File: src/rtl/fifo_pkg.sv
// Shared sizing for the FIFO controller and its RAM: data width, address width, depth, capacity.
package fifo_pkg;
    localparam int DW       = 8;
    localparam int AW       = 4;
    localparam int DEPTH    = 2 ** AW;
    localparam int CAPACITY = DEPTH + 1;
endpackage

File: src/rtl/fifo_ctrl_memory.sv
// Simple dual-port RAM, registered read with enable, write-first on address collision.
// One-cycle read latency; read register holds while r_en_i=0; contents are never reset.
module fifo_ctrl_memory import fifo_pkg::*; #(
    parameter int MDW = fifo_pkg::DW,
    parameter int MAW = fifo_pkg::AW
) (
    input  logic           clk_i,
    input  logic           w_en_i,
    input  logic [MAW-1:0] w_addr_i,
    input  logic [MDW-1:0] w_data_i,
    input  logic           r_en_i,
    input  logic [MAW-1:0] r_addr_i,
    output logic [MDW-1:0] r_data_o
);

    logic [MDW-1:0] mem_q [2**MAW];
    logic [MDW-1:0] r_data_q;

    always_ff @(posedge clk_i) begin
        if (w_en_i) begin
            mem_q[w_addr_i] <= w_data_i;
        end
        if (r_en_i) begin
            r_data_q <= (w_en_i && (w_addr_i == r_addr_i)) ? w_data_i : mem_q[r_addr_i];
        end
    end

    assign r_data_o = r_data_q;

endmodule

File: src/rtl/fifo_ctrl.sv
// FIFO controller: 16-entry RAM plus one output register (17 entries); push-to-out_valid latency 2 cycles.
// in_ready drops when the RAM holds 16 words or flush is high; out_data holds while out_ready=0.
module fifo_ctrl import fifo_pkg::*; #(
    parameter int DW = fifo_pkg::DW,
    parameter int AW = fifo_pkg::AW
) (
    input  logic          clk,
    input  logic          rst,
    input  logic          flush,
    input  logic          in_valid,
    input  logic [DW-1:0] in_data,
    output logic          in_ready,
    output logic          out_valid,
    output logic [DW-1:0] out_data,
    input  logic          out_ready,
    output logic [AW:0]   level
);

    localparam logic [AW:0]   RAM_FULL = {1'b1, {AW{1'b0}}};
    localparam logic [AW:0]   CNT_ONE  = {{AW{1'b0}}, 1'b1};
    localparam logic [AW-1:0] PTR_ONE  = {{(AW-1){1'b0}}, 1'b1};

    logic [AW-1:0] wr_ptr_q, wr_ptr_d;
    logic [AW-1:0] rd_ptr_q, rd_ptr_d;
    logic [AW:0]   ram_cnt_q, ram_cnt_d;
    logic [AW:0]   level_q, level_d;
    logic          out_valid_q, out_valid_d;
    logic          push, pop, rd_en;

    assign in_ready = (ram_cnt_q < RAM_FULL) && !flush;
    assign push     = in_valid && in_ready;
    assign pop      = out_valid_q && out_ready && !flush;
    // Refill the output register whenever it is empty or being drained this cycle.
    assign rd_en    = (ram_cnt_q != '0) && !flush && (!out_valid_q || pop);

    always_comb begin
        wr_ptr_d    = wr_ptr_q;
        rd_ptr_d    = rd_ptr_q;
        ram_cnt_d   = ram_cnt_q;
        out_valid_d = out_valid_q;
        if (flush) begin
            wr_ptr_d    = '0;
            rd_ptr_d    = '0;
            ram_cnt_d   = '0;
            out_valid_d = 1'b0;
        end else begin
            if (push)  wr_ptr_d = wr_ptr_q + PTR_ONE;
            if (rd_en) rd_ptr_d = rd_ptr_q + PTR_ONE;
            if (push && !rd_en) begin
                ram_cnt_d = ram_cnt_q + CNT_ONE;
            end else if (!push && rd_en) begin
                ram_cnt_d = ram_cnt_q - CNT_ONE;
            end
            if (rd_en) begin
                out_valid_d = 1'b1;
            end else if (pop) begin
                out_valid_d = 1'b0;
            end
        end
        level_d = ram_cnt_d + {{AW{1'b0}}, out_valid_d};
    end

    always_ff @(posedge clk or posedge rst) begin
        if (rst) begin
            wr_ptr_q    <= '0;
            rd_ptr_q    <= '0;
            ram_cnt_q   <= '0;
            out_valid_q <= 1'b0;
            level_q     <= '0;
        end else begin
            wr_ptr_q    <= wr_ptr_d;
            rd_ptr_q    <= rd_ptr_d;
            ram_cnt_q   <= ram_cnt_d;
            out_valid_q <= out_valid_d;
            level_q     <= level_d;
        end
    end

    assign out_valid = out_valid_q;
    assign level     = level_q;

    fifo_ctrl_memory #(
        .MDW (DW),
        .MAW (AW)
    ) u_memory (
        .clk_i    (clk),
        .w_en_i   (push),
        .w_addr_i (wr_ptr_q),
        .w_data_i (in_data),
        .r_en_i   (rd_en),
        .r_addr_i (rd_ptr_q),
        .r_data_o (out_data)
    );

endmodule

File: config.mk
export PLATFORM = sky130hd
export DESIGN_NAME = fifo_ctrl
export DESIGN_NICKNAME = d
export VERILOG_FILES = /design/src/rtl/fifo_pkg.sv /design/src/rtl/fifo_ctrl_memory.sv /design/src/rtl/fifo_ctrl.sv
export SDC_FILE = /design/constraint.sdc
export NUM_CORES = 1
export LEC_CHECK = 0
export ABC_AREA = 1
export CAP_MARGIN = 20
export CORE_UTILIZATION = 25
export CTS_BUF_LIST = sky130_fd_sc_hd__clkbuf_2 sky130_fd_sc_hd__clkbuf_4 sky130_fd_sc_hd__clkbuf_8
export DETAILED_ROUTE_END_ITERATION = 10
export GPL_ROUTABILITY_DRIVEN = 0
export PLACE_DENSITY = 0.5
export SYNTH_ARGS = -nofsm -noshare
export SYNTH_HDL_FRONTEND = slang
export SYNTH_HIERARCHICAL = 1
export SYNTH_SLANG_ARGS = --single-unit
File: constraint.sdc
create_clock -name clk -period 2.5 [get_ports clk]
set_input_delay 0.625 -clock clk [delete_from_list [all_inputs] [get_ports clk]]
set_output_delay 0.625 -clock clk [all_outputs]
set_load 0.005 [all_outputs]
* After elaboration in Yosys (flattened, before gate mapping)
Memory sizes are Yosys's and may differ from the RTL's. A register that Yosys moved wholly into a read port is not among the register bits.
Index checks and enable logic that the tools add are counted.
** Word-level totals
- Flip-flop bits (word level) :: 19
- Memories :: 1
- RAM bits :: 128
** Memory list
- u_memory.mem_q :: words 16, bits a word 8, read ports 1, clocked after memory_dff 1, write ports 1, line fifo_ctrl_memory.sv:16 : logic [MDW-1:0] mem_q [2**MAW];
** Operators by class
- Add/sub/neg operators :: 5
- Multiplexer cells :: 12
- $lt $le $gt $ge :: 1
- Reductions and logical operators :: 16
** Operators by type and width (count)
- 2-to-1 mux 4 bit :: 4
- 2-to-1 mux 5 bit :: 3
- adder 4 x 1 -> 4 bit, second input constant :: 2
- logical AND 1 bit :: 8
- adder 5 x 1 -> 5 bit :: 1
- adder 5 x 1 -> 5 bit, second input constant :: 1
- < comparator 5 bit, second input constant :: 1
- 2-to-1 mux 1 bit :: 5
- nonzero test 5 bit :: 1
- subtractor 5 x 1 -> 5 bit, second input constant :: 1
- logical NOT 1 bit :: 4
- nonzero test 2 bit :: 2
- logical OR 1 bit :: 1

* Longest topological paths before layout
- Depth in word-level cells :: 9
- Mapped depth :: 16
- Depth with buffers taken out :: 16

* Cells and area by module
Netlist, hierarchy kept.
** By module, submodules not included
- fifo_ctrl_memory :: times used 1, area each 6002.0 um^2, cells an instance 585, seq. area each 4083.9 um^2
- fifo_ctrl :: times used 1, area each 1159.9 um^2, cells an instance 130, seq. area each 475.5 um^2

* Least setup slack after synthesis
No wires, ideal clock.
- Path type :: input to register
- Start point :: input port flush
- End point :: register level_q[4], in the netlist level[4]
- Required time :: 2.379 ns
- Stages on the path :: 12
- Arrival :: 1.959 ns
- Setup time :: 0.121 ns
- Slack :: 0.420 ns
- Cells stage by stage :: nor2_2 nand2_4 inv_4 nand2_4 nand2_1 o21ai_0 a21oi_1 ha_1 ha_1 nand4_1 o21bai_1 nand2_1
** Between the ends
- Cells in the longest elaborated chain, start to end :: 9
- Elaborated cells on any way between the ends :: 18
- Those cells by class :: 1 x add/sub; 6 x mux; 11 x reduce/logical
** RTL lines
- from (decl) :: line fifo_ctrl.sv:9 : input logic flush,
- logical NOT 1 bit * :: line fifo_ctrl.sv:30 : assign in_ready = (ram_cnt_q < RAM_FULL) && !flush;
- logical AND 1 bit * :: line fifo_ctrl.sv:30
- logical AND 1 bit * :: line fifo_ctrl.sv:31 : assign push = in_valid && in_ready;
- net push :: line fifo_ctrl.sv:28 : logic push, pop, rd_en;
- logical NOT 1 bit :: line fifo_ctrl.sv:51 : end else if (!push && rd_en) begin
- logical AND 1 bit :: line fifo_ctrl.sv:51
- 2-to-1 mux 5 bit :: line fifo_ctrl.sv:51
- 2-to-1 mux 5 bit * :: line fifo_ctrl.sv:49 : if (push && !rd_en) begin
- 2-to-1 mux 5 bit * :: line fifo_ctrl.sv:41 : if (flush) begin
- net ram_cnt_d[0] :: line fifo_ctrl.sv:25 : logic [AW:0] ram_cnt_q, ram_cnt_d;
- adder 5 x 1 -> 5 bit * :: line fifo_ctrl.sv:60 : level_d = ram_cnt_d + {{AW{1'b0}}, out_valid_d};
- net level_d[4] :: line fifo_ctrl.sv:26 : logic [AW:0] level_q, level_d;
- to (signal assigned) :: line fifo_ctrl.sv:75 : level_q <= level_d;
- to (decl) :: line fifo_ctrl.sv:26
Mark *: on every way through the listed nets, which the timed path passes. The rest lies on a longest branch.
A chain may end at the register's enable or synchronous reset.

* Final worst setup path
- Start point :: register ram_cnt_q[4]
- End point :: output port in_ready
** Between the ends
- Cells in the longest elaborated chain, start to end :: 2
** RTL lines
- from (decl) :: line fifo_ctrl.sv:25
- from (signal assigned) :: line fifo_ctrl.sv:73 : ram_cnt_q <= ram_cnt_d;
- < comparator 5 bit :: line fifo_ctrl.sv:30
- logical AND 1 bit :: line fifo_ctrl.sv:30
- to (decl) :: line fifo_ctrl.sv:12 : output logic in_ready,
Every way passes these cells.

==> summary.md <==
| Metric | Value |
|---|---|
| Synthesized Nets | 735 |
| Dpl hpwl | 11000 µm |
| Root buf cell | clkbuf_8 |
| Core area | 28000 µm² |
| Status | completed |
| Slew Limit Fails | 0 |
| Internal cell power | 4.96 mW |
| Min-Delay Path Class | in -> async |
| Number of distinct library cells after synthesis | 38 |
| Vias in the first global route | 4877 |
| Worst slew margin | 0.559 |
| All-Layer GR Usage | 0.126 |
| Max Freq | 432 MHz |
| Area delta synth->final | 19.8% |
| Drt total wl | 17300 µm |
| Fill cells | 2925 |
| Clock sinks | 155 |
| R2R depth | 15 |
| Utilization after layout | 0.306 |
| Initial antenna violation count | 0 |
| First-pass GRT wire length | 27400 µm |
| Switching pwr | 2.87 mW |
| Mean Syn Cell Area | 10.0 µm² |
| Mapped Cells | 715 |
| Worst setup EP type | output port |
| Vias/cell | 4.10 |
| # diodes | 0 |
| EDFF count, synth | 136 |
| Yosys warnings | 6 |
| Min Clock Period, post-route | 2.32 ns |
| Seq cells post-synth | 155 |
| Worst skew pair latency | 0.46 ns |
| DIE AREA | 29300 µm² |
| Pin count of the biggest net entering global routing | 41 |
| Share of cells above drive strength 1 | 0.146 |
| Seq pwr share | 0.407 |
| Num rows | 61 |
| Fin worst setup slack | 0.185 ns |
| Final net count | 809 |
| Die Wd | 171 µm |
| Chip height | 171 µm |
| Clock Skew | 0.0198 ns |
| Hold_ws | 0.437 ns |
| CTS buffer count | 17 |
| Top_reg_cell synth | edfxtp_1 |
| Drt pass-1 iters | 4 |
| Initial Util | 0.256 |
| Final setup fails | 0 |
| Power Density | 913 nW/µm² |
| Wire per inst | 14.6 µm |
| Highest fanout seen on the critical path | 5 |
| Crit path DAT | 1.69 ns |
| I/O Pins | 28 |
| Seq/Total Area, Yosys | 0.637 |
| CTS clk-pin slew, worst paths | 0.09 ns |
| Maximum vdd drop | 0.317 mV |
| Clock Path Buffers | 2 |
| Final hold violations | 0 |
| Critical path class | reg -> out |
| Via count | 4840 |
| Async S/R FF share, synth | 0.123 |
| CTS tree | done |
| Residual DRC count | 0 |
| Mapped Area | 7160 µm² |
| Placement Setup Slack | -0.181 ns |
| Combinational power share | 0.348 |
| Number of port buffers | 27 |
| CP Launch Type | flip-flop |
| Clk pwr share | 0.245 |
| Total gr overflow | 0 |
| Max-cap violations | 0 |
| RSZ-0062 raised after global routing | no |
| Slew @ Worst Pin | 0.659 ns |
| Fin crit share | 0.926 |
| P_leak | 3.67 nW |
| Initial DRC Count | 370 |
| CTS H-tree lvls | 4 |
| Detail Route Antenna Nets | 0 |
| Sw Share | 0.367 |
| Critical path required time | 1.88 ns |
[metrics by stage]
stage	setup TNS (ns)	instance area [µm²]	cells	total power [mW]
floorplan	0	7160	715	4.96
global placement	-1.12	8180	1147	6.02
detailed placement	-1.84	8180	1147	6.02
CTS	0	8580	1180	7.97
global route	0	8580	1180	8.37
finish	0	8580	1180	7.84
[power groups by stage]
| stage | logic, mW | registers, mW | clock network [mW] |
|---|---|---|---|
| 6_report | 2.73 | 3.19 | 1.92 |
| 5_1_grt | 3.07 | 3.22 | 2.08 |
| 4_1_cts | 2.79 | 3.20 | 1.99 |
| 3_5_place_dp | 2.77 | 3.26 | 0 |
| 3_3_place_gp | 2.76 | 3.26 | 0 |
| 2_1_floorplan | 1.74 | 3.22 | 0 |
[placed cells by master, fill, tap and decap left out, drive strengths merged]
| cell type | count |
|---|---|
| a31oi | 1 |
| o21bai | 1 |
| dlygate4sd2 | 1 |
| xnor2 | 2 |
| o21ai | 7 |
| clkdlybuf4s50 | 26 |
| a22o | 1 |
| a21oi | 7 |
| clkinv | 6 |
| dfrtp | 19 |
| ha | 7 |
| edfxtp | 136 |
| and3 | 1 |
| nor3 | 1 |
| bufinv | 2 |
| nand4 | 12 |
| mux2i | 1 |
| clkinvlp | 2 |
| buf | 54 |
| clkbuf | 17 |
| xor2 | 3 |
| inv | 131 |
| nand2 | 220 |
| nand3b | 1 |
| nor2 | 24 |
| o22ai | 2 |
| nand3 | 117 |
[critical path, stage by stage, from the launching register on]
cell and delay (ns):
dfrtp_1 0.49, nor2_2 0.16, buf_4 0.11, clkdlybuf4s50_1 0.48
[flip-flops by register name, indices dropped and copies added (netlist names)]
signal	count
u_memory/mem_q	128
u_memory/r_data_o	8
level	5
ram_cnt_q	5
rd_ptr_q	4
wr_ptr_q	4
out_valid	1
[worst paths after layout]
check	to	slack, ns	start
max in group asynchronous	level[4]	1.58	rst
min in group clk	wr_ptr_q[3]	0.57	wr_ptr_q[3]
min reg2reg	wr_ptr_q[3]	0.57	wr_ptr_q[3]
max	in_ready	0.18	ram_cnt_q[4]
max reg2reg	level[4]	0.29	ram_cnt_q[1]
min	rd_ptr_q[2]	0.44	rst
[Yosys cell counts, types with 4 or more instances]
cell type  number  area, µm²
a21oi_1         5       25.0
clkbuf_1        4       15.0
inv_1         116        435
buf_2          14       70.1
edfxtp_1      136       4080
nand3_1       112        561
buf_4           5       37.5
nand4_1        11       68.8
o21ai_0         6       30.0
nor2_2          4       25.0
nand2_4         4       45.0
inv_2           7       26.3
nor2_1         19       71.3
dfrtp_1        19        475
nand2_1       212        796
ha_1            7       87.6
nand2_2         4       25.0
[kinds of logic after synthesis]
logic type | after synthesis | synth area share
and+or+nand+nor | 376 | 0.237
DFF | 155 | 0.637
buffers and inverters | 152 | 0.0880
AOI/OAI and AO/OA | 19 | 0.0183
adders and majority gates | 7 | 0.0122
xor gates and xnor gates | 5 | 0.00612
muxes | 1 | 0.00140
[final cells by class]
| cell class | instances | area [µm²] | area share |
|---|---|---|---|
| clock buffers | 17 | 234 | 0.0273 |
| clock inverters | 15 | 163 | 0.0190 |
| inverters | 126 | 479 | 0.0558 |
| multi-input cells | 408 | 1970 | 0.230 |
| flip-flops and latches | 155 | 4560 | 0.531 |
| well taps | 378 | 473 | 0.0551 |
| repair buffers | 81 | 699 | 0.0815 |
[metal layers]
layer  track usage  part of all wire  up-vias
met4        0.0474             0.018        0
met3        0.0223             0.025       20
met1         0.159              0.46     2294
met5             0                 0        -
li1              -                 -     2470
met2         0.216              0.50       56
[timing repair]
action,CTS,global route
resized for setup,1,0
endpoints found under the setup margin,1,0
hold buffers,0,0
buffers inserted,1,0
No activity file was read; power rests on OpenSTA's default activity.
